### src/rtl/uart_rx_framer_if.sv
// Byte-stream handshake and frame status signals between the UART receiver,
// the framer and the downstream command logic.
interface uart_rx_framer_if #(
  parameter int unsigned DATA_WIDTH = 8
);
  logic [DATA_WIDTH-1:0] in_data;
  logic                  in_valid;
  logic                  in_ready;
  logic [DATA_WIDTH-1:0] out_data;
  logic                  out_valid;
  logic                  out_ready;
  logic                  out_last;
  logic                  frame_ok;
  logic                  frame_err;
  logic [1:0]            err_code;

  // Environment side: drives the byte source and the downstream ready.
  modport master (
    output in_data, in_valid, out_ready,
    input  in_ready, out_data, out_valid, out_last, frame_ok, frame_err, err_code
  );

  // Framer side.
  modport slave (
    input  in_data, in_valid, out_ready,
    output in_ready, out_data, out_valid, out_last, frame_ok, frame_err, err_code
  );
endinterface

### src/rtl/uart_rx_framer.sv
// Store-and-forward packet framer: SOF, LEN, payload, XOR checksum. Good
// frames are drained downstream; bad or stalled frames are dropped with a status pulse.
module uart_rx_framer #(
  parameter int unsigned DATA_WIDTH     = 8,
  parameter int unsigned MAX_LEN        = 16,
  parameter logic [7:0]  SOF_BYTE       = 8'hA5,
  parameter int unsigned TIMEOUT_CYCLES = 100_000
) (
  input logic              clk,
  input logic              rstn,
  uart_rx_framer_if.slave  bus
);

  localparam int unsigned DW     = DATA_WIDTH;
  localparam int unsigned PTR_W  = $clog2(MAX_LEN + 1);
  localparam int unsigned IDX_W  = (MAX_LEN > 1) ? $clog2(MAX_LEN) : 1;
  localparam int unsigned TCNT_W = (TIMEOUT_CYCLES > 0) ? $clog2(TIMEOUT_CYCLES + 1) : 1;
  localparam logic [TCNT_W-1:0] TCNT_LAST =
    TCNT_W'((TIMEOUT_CYCLES > 0) ? TIMEOUT_CYCLES - 1 : 0);

  typedef enum logic [2:0] {S_HUNT, S_LEN, S_PAYLOAD, S_CHK, S_DRAIN} state_e;

  state_e              state_q, state_d;
  logic [DW-1:0]       mem_q [MAX_LEN];
  logic                mem_we;
  logic [PTR_W-1:0]    len_q, len_d, wr_ptr_q, wr_ptr_d, rd_ptr_q, rd_ptr_d;
  logic [DW-1:0]       chk_q, chk_d;
  logic [TCNT_W-1:0]   tcnt_q, tcnt_d;
  logic                in_ready_q, in_ready_d;
  logic                out_valid_q, out_valid_d, out_last_q, out_last_d;
  logic [DW-1:0]       out_data_q, out_data_d;
  logic                frame_ok_q, frame_ok_d, frame_err_q, frame_err_d;
  logic [1:0]          err_code_q, err_code_d;

  logic          accept, out_xfer, in_frame, timeout_hit, len_bad, last_pay, chk_good;
  logic [DW-1:0] in_byte;
  logic [PTR_W-1:0] rd_next;

  assign in_byte     = bus.in_data;
  assign accept      = bus.in_valid && in_ready_q;
  assign out_xfer    = out_valid_q && bus.out_ready;
  assign in_frame    = (state_q == S_LEN) || (state_q == S_PAYLOAD) || (state_q == S_CHK);
  assign timeout_hit = (TIMEOUT_CYCLES != 0) && in_frame && !accept && (tcnt_q == TCNT_LAST);
  assign len_bad     = (in_byte == '0) || (in_byte > DW'(MAX_LEN));
  assign last_pay    = (wr_ptr_q == len_q - PTR_W'(1));
  assign chk_good    = (in_byte == chk_q);
  assign rd_next     = rd_ptr_q + PTR_W'(1);

  // State register.
  always_ff @(posedge clk) begin
    if (!rstn) state_q <= S_HUNT;
    else       state_q <= state_d;
  end

  // Next-state logic; a timeout overrides everything inside a frame.
  always_comb begin
    state_d = state_q;
    unique case (state_q)
      S_HUNT:    if (accept && (in_byte == SOF_BYTE)) state_d = S_LEN;
      S_LEN:     if (accept) state_d = len_bad ? S_HUNT : S_PAYLOAD;
      S_PAYLOAD: if (accept && last_pay) state_d = S_CHK;
      S_CHK:     if (accept) state_d = chk_good ? S_DRAIN : S_HUNT;
      S_DRAIN:   if (out_xfer && out_last_q) state_d = S_HUNT;
      default:   state_d = S_HUNT;
    endcase
    if (timeout_hit) state_d = S_HUNT;
  end

  // Output and datapath next values.
  always_comb begin
    in_ready_d  = (state_d != S_DRAIN);
    out_valid_d = out_valid_q;
    out_data_d  = out_data_q;
    out_last_d  = out_last_q;
    frame_ok_d  = 1'b0;
    frame_err_d = 1'b0;
    err_code_d  = err_code_q;
    len_d       = len_q;
    chk_d       = chk_q;
    wr_ptr_d    = wr_ptr_q;
    rd_ptr_d    = rd_ptr_q;
    mem_we      = 1'b0;
    tcnt_d      = '0;
    if ((TIMEOUT_CYCLES != 0) && in_frame && !accept && !timeout_hit) tcnt_d = tcnt_q + TCNT_W'(1);

    unique case (state_q)
      S_LEN: if (accept) begin
        if (len_bad) begin
          frame_err_d = 1'b1;
          err_code_d  = 2'd1;
        end else begin
          len_d    = PTR_W'(in_byte);
          chk_d    = in_byte;
          wr_ptr_d = '0;
        end
      end
      S_PAYLOAD: if (accept) begin
        mem_we   = 1'b1;
        chk_d    = chk_q ^ in_byte;
        wr_ptr_d = wr_ptr_q + PTR_W'(1);
      end
      S_CHK: if (accept) begin
        if (chk_good) begin
          frame_ok_d  = 1'b1;
          err_code_d  = 2'd0;
          rd_ptr_d    = '0;
          out_valid_d = 1'b1;
          out_data_d  = mem_q[0];
          out_last_d  = (len_q == PTR_W'(1));
        end else begin
          frame_err_d = 1'b1;
          err_code_d  = 2'd2;
        end
      end
      // Present the next buffered byte as soon as the current one is taken.
      S_DRAIN: if (out_xfer) begin
        if (out_last_q) begin
          out_valid_d = 1'b0;
          out_last_d  = 1'b0;
        end else begin
          rd_ptr_d   = rd_next;
          out_data_d = mem_q[IDX_W'(rd_next)];
          out_last_d = (rd_next == len_q - PTR_W'(1));
        end
      end
      default: ;
    endcase

    if (timeout_hit) begin
      frame_err_d = 1'b1;
      err_code_d  = 2'd3;
    end
  end

  always_ff @(posedge clk) begin
    if (!rstn) begin
      len_q       <= '0;
      chk_q       <= '0;
      wr_ptr_q    <= '0;
      rd_ptr_q    <= '0;
      tcnt_q      <= '0;
      in_ready_q  <= 1'b1;
      out_valid_q <= 1'b0;
      out_data_q  <= '0;
      out_last_q  <= 1'b0;
      frame_ok_q  <= 1'b0;
      frame_err_q <= 1'b0;
      err_code_q  <= 2'd0;
    end else begin
      len_q       <= len_d;
      chk_q       <= chk_d;
      wr_ptr_q    <= wr_ptr_d;
      rd_ptr_q    <= rd_ptr_d;
      tcnt_q      <= tcnt_d;
      in_ready_q  <= in_ready_d;
      out_valid_q <= out_valid_d;
      out_data_q  <= out_data_d;
      out_last_q  <= out_last_d;
      frame_ok_q  <= frame_ok_d;
      frame_err_q <= frame_err_d;
      err_code_q  <= err_code_d;
    end
  end

  // Payload buffer; contents are meaningless until a frame has been written.
  always_ff @(posedge clk) begin
    if (mem_we) mem_q[IDX_W'(wr_ptr_q)] <= in_byte;
  end

  assign bus.in_ready  = in_ready_q;
  assign bus.out_valid = out_valid_q;
  assign bus.out_data  = out_data_q;
  assign bus.out_last  = out_last_q;
  assign bus.frame_ok  = frame_ok_q;
  assign bus.frame_err = frame_err_q;
  assign bus.err_code  = err_code_q;

endmodule

### src/flat_wrapper.sv
// flat-port wrapper written by rule: the top's interface ports become plain ports
module uart_rx_framer_flat 
#(
  parameter int unsigned DATA_WIDTH     = 8,
  parameter int unsigned MAX_LEN        = 16,
  parameter logic [7:0]  SOF_BYTE       = 8'hA5,
  parameter int unsigned TIMEOUT_CYCLES = 100_000
)
  (clk, rstn, bus_in_data, bus_in_valid, bus_out_ready, bus_in_ready, bus_out_data, bus_out_valid, bus_out_last, bus_frame_ok, bus_frame_err, bus_err_code);
  uart_rx_framer_if #(.DATA_WIDTH(DATA_WIDTH)) bus_i ();
  input logic clk;
  input logic rstn;
  input wire logic [$bits(bus_i.in_data)-1:0] bus_in_data;
  input wire logic [$bits(bus_i.in_valid)-1:0] bus_in_valid;
  input wire logic [$bits(bus_i.out_ready)-1:0] bus_out_ready;
  output wire logic [$bits(bus_i.in_ready)-1:0] bus_in_ready;
  output wire logic [$bits(bus_i.out_data)-1:0] bus_out_data;
  output wire logic [$bits(bus_i.out_valid)-1:0] bus_out_valid;
  output wire logic [$bits(bus_i.out_last)-1:0] bus_out_last;
  output wire logic [$bits(bus_i.frame_ok)-1:0] bus_frame_ok;
  output wire logic [$bits(bus_i.frame_err)-1:0] bus_frame_err;
  output wire logic [$bits(bus_i.err_code)-1:0] bus_err_code;
  assign bus_i.in_data = bus_in_data;
  assign bus_i.in_valid = bus_in_valid;
  assign bus_i.out_ready = bus_out_ready;
  assign bus_in_ready = bus_i.in_ready;
  assign bus_out_data = bus_i.out_data;
  assign bus_out_valid = bus_i.out_valid;
  assign bus_out_last = bus_i.out_last;
  assign bus_frame_ok = bus_i.frame_ok;
  assign bus_frame_err = bus_i.frame_err;
  assign bus_err_code = bus_i.err_code;
  uart_rx_framer #(.DATA_WIDTH(DATA_WIDTH), .MAX_LEN(MAX_LEN), .SOF_BYTE(SOF_BYTE), .TIMEOUT_CYCLES(TIMEOUT_CYCLES)) u_core (.clk(clk), .rstn(rstn), .bus(bus_i));
endmodule
### config.mk
export PLATFORM = sky130hd
export DESIGN_NAME = uart_rx_framer_flat
export DESIGN_NICKNAME = d
export VERILOG_FILES = /design/src/rtl/uart_rx_framer_if.sv /design/src/rtl/uart_rx_framer.sv /design/src/flat_wrapper.sv
export SDC_FILE = /design/constraint.sdc
export NUM_CORES = 1
export LEC_CHECK = 0
export ABC_CLOCK_PERIOD_IN_PS = 2100
export CAP_MARGIN = 0
export CORE_ASPECT_RATIO = 0.5
export CORE_MARGIN = 2
export CORE_UTILIZATION = 55
export CTS_BUF_LIST = sky130_fd_sc_hd__clkbuf_8
export CTS_CLUSTER_DIAMETER = 40
export DETAILED_ROUTE_END_ITERATION = 8
export PLACE_DENSITY_LB_ADDON = 0.08
export SYNTH_ARGS = -nofsm -noshare
export SYNTH_HDL_FRONTEND = slang
export SYNTH_SLANG_ARGS = --single-unit
### constraint.sdc
create_clock -name clk -period 2.1 [get_ports clk]
set_clock_uncertainty 0.15 [all_clocks]
set_input_delay 0.21 -clock clk [delete_from_list [all_inputs] [get_ports clk]]
set_output_delay 0.21 -clock clk [all_outputs]
set_load 0.05 [all_outputs]
==> out/results.tsv <==
metric	value	unit
syn_nets	665	
place_congestion	0.837	
layout_common_cells	edfxtp_1, mux2i_1, buf_4, dfxtp_1, nor2_1	
synth_compound_area_frac	0.113	
relSlewSlack	0.661	
cts_setup_buffers	0	
antenna_cells	0	
dp_cells	907	
critPathMaxFanout	12	
hold_class	flop to flop	
tightest_slew	507	ps
wirelength	19500	um
cp.required	2290	ps
reg2reg_to	u_core.bus.out_data[6]	
viasPerCell	5.87	
worst_r2r_path_depth	6	
hold_viol_final	0	
cts-buffers-inserted	17	
grt_max_degree	27	
nets	749	
yosys.area_share.adder	0.0120	
htree_levels	4	
cp_top_family	compound AO/OA/AOI/OAI gates	
async_flop_share	0	
drc	0	
die_w	178	um
grt_usage	0.253	
critPathLaunch	u_core.rd_ptr_q[1]	
path_clk_slew	110	ps
io_buffers	26	
cap_violations	0	
timing.final.ws_setup	51.5	ps
first_pass_iters	5	
rows	31	
cts_tree	done	
r2r_start	u_core.rd_ptr_q[1]	
synth_edf_count	128	
synth_seq_cells	186	
critPathSlowestCell	ha_4	
grt_pass1_wl	30300	um
min_period	2050	ps
fp.dieH	91	um
syn_inst	645	
io_pins	27	
cts_buffer_depth	2	
outcome	complete, no violations	
maxClockFrequency	488	MHz
p_leak	3.32	nW
ant_nets	0	
critPathKind	flop to flop	
worstPathArrival	2240	ps
worst-path-buf-inv	1	
root_buffer	clkbuf_8	
die_area	0.0162	mm2
synthSimpleGateAreaFrac	0.104	
grt_pass1_vias	5247	
synth_xor_area_frac	0.0482	
setup_viol	0	
crit_path_max_incr_delay	400	ps
synth_seq_area_share	0.601	
synth.mux.area_fraction	0.0914	
cts.sinks	186	
start_kind	flop	
vdd_ir_drop_max	305	uV
end_kind	flop	
period_share	0.975	
core-area	0.0146	mm2
hpwl	13200	um
synth_area_per_cell	12.9	um2
hold_buffers	0	
clk_latency	470	ps
rsz0062_at_grt	yes	
dp_slack	-380	ps
p_per_area	655	mW/mm2
vias	5516	
whs	311	ps
layout_commonest_cell	edfxtp_1	
syn_area	0.00833	mm2
drive_gt1_frac	0.213	
routedWlPerCell	20.7	um
timing.reg2reg.setup_slack	50	ps
worstPathCellList	ha_4 > clkbuf_16 > mux2i_1 > a22oi_1 > a21oi_1 > o41ai_2	
ys.flop_type	edfxtp_1	
synthDistinctLibCells	55	
crit_end	u_core.bus.out_data[6]	
syn_to_final_growth	19.0	%
synth_top_family_by_area	compound AO/OA/AOI/OAI gates	
slew_violations	0	
antenna_found_initial	0	
path_depth	6	
timing.setup.tns	0	ps
start_util	0.569	
final_util	0.677	
synth_warnings	0	
instances_no_fill	940	
overflow	0	
drt-initial-drc-count	556	
==> stage by stage <==
| step | area [um2] | power, mW |
|---|---|---|
| final | 9910 | 6.49 |
| after global routing | 9910 | 6.70 |
| after CTS | 9780 | 6.53 |
| after detailed placement | 9370 | 4.17 |
| after global placement | 9370 | 4.17 |
| after floorplan | 8350 | 4.04 |
==> synth_stat cells (2+ instances only) <==
cell type	instances	area share
a211oi_1	3	0.0027
a21oi_1	33	0.020
a22oi_1	30	0.027
a22oi_2	2	0.0030
a311oi_1	2	0.0021
a31oi_1	3	0.0023
a32oi_1	3	0.0032
and2_1	21	0.016
and3_1	5	0.0038
and3b_1	2	0.0021
and4_1	6	0.0063
buf_2	14	0.0084
buf_4	4	0.0036
buf_6	5	0.0068
clkbuf_1	12	0.0054
dfxtp_1	58	0.14
edfxtp_1	128	0.46
ha_1	8	0.012
inv_1	8	0.0036
mux2i_1	76	0.091
nand2_1	31	0.014
nand2b_1	9	0.0068
nand3_1	11	0.0066
nand4_1	4	0.0030
nor2_1	35	0.016
nor3_1	14	0.0084
nor3b_2	3	0.0045
nor4_1	3	0.0023
nor4_2	3	0.0045
nor4b_1	2	0.0021
o211ai_1	9	0.0081
o21a_1	6	0.0054
o21ai_0	15	0.0090
o221ai_1	6	0.0063
o311ai_0	2	0.0021
o41ai_2	8	0.016
xnor2_1	19	0.020
xor2_1	25	0.026
==> state kept, by name (all words and copies together), names as in the netlist <==
signal	flops
u_core.bus.err_code	2
u_core.bus.frame_err	1
u_core.bus.frame_ok	1
u_core.bus.in_ready	1
u_core.bus.out_data	8
u_core.bus.out_last	1
u_core.bus.out_valid	1
u_core.chk_q	8
u_core.len_q	5
u_core.mem_q	128
u_core.rd_ptr_q	5
u_core.state_q	3
u_core.tcnt_q	17
u_core.wr_ptr_q	5
==> kinds of logic (layout without fill, tap and decap cells) <==
logic type	Yosys count	after routing
AOI/OAI and AO/OA	128	128
DFF	186	186
adders and majority gates	8	8
xor gates and xnor gates	45	45
muxes	76	76
buffers and inverters	45	142
and+or+nand+nor	157	157
==> routing by layer <==
metal  share of wire  routed length (um)  track usage
met5               0                   0            0
met4           0.014                 267       0.0540
met3           0.072                1400       0.0578
met2            0.45                8740        0.373
met1            0.47                9070        0.381
==> worst reg2reg max path, stage by stage, from the launching register on <==
cell       delay [ps]
dfxtp_1           360
ha_4              400
clkbuf_16         230
mux2i_1           280
a22oi_1           100
a21oi_1           300
o41ai_2           120
==> timing repair <==
action	CTS	global route
endpoints found under the setup margin	25	34
resized for setup	4	23
cloned	0	1
==> worst min path at each step <==
stage	end	start	cells past startpoint	slack [ps]
after detailed placement	u_core.tcnt_q[0]	u_core.tcnt_q[0]	1	290
final	u_core.tcnt_q[0]	u_core.tcnt_q[0]	1	310
after floorplan	u_core.mem_q[0][0]	bus_in_data[0]	0	160
after CTS	u_core.tcnt_q[0]	u_core.tcnt_q[0]	1	310
after global placement	u_core.tcnt_q[0]	u_core.tcnt_q[0]	1	280
after global routing	u_core.tcnt_q[0]	u_core.tcnt_q[0]	1	320
==> area by class of cell <==
type,count,area (um2)
clock buffers,17,234
clock inverters,15,169
fillers,1104,4720
inverters,9,33.8
multi-input cells,414,3210
flip-flops and latches,186,5010
well taps,198,248
repair buffers,101,1010
==> report_power, final <==
group          leakage (nW)  internal, mW  switching, mW
registers              1.62          3.90       0.000139
logic                  1.50        0.0666          0.122
clock network         0.206         0.914           1.49
total                  3.32          4.88           1.61
No activity file was read; power rests on OpenSTA's default activity.
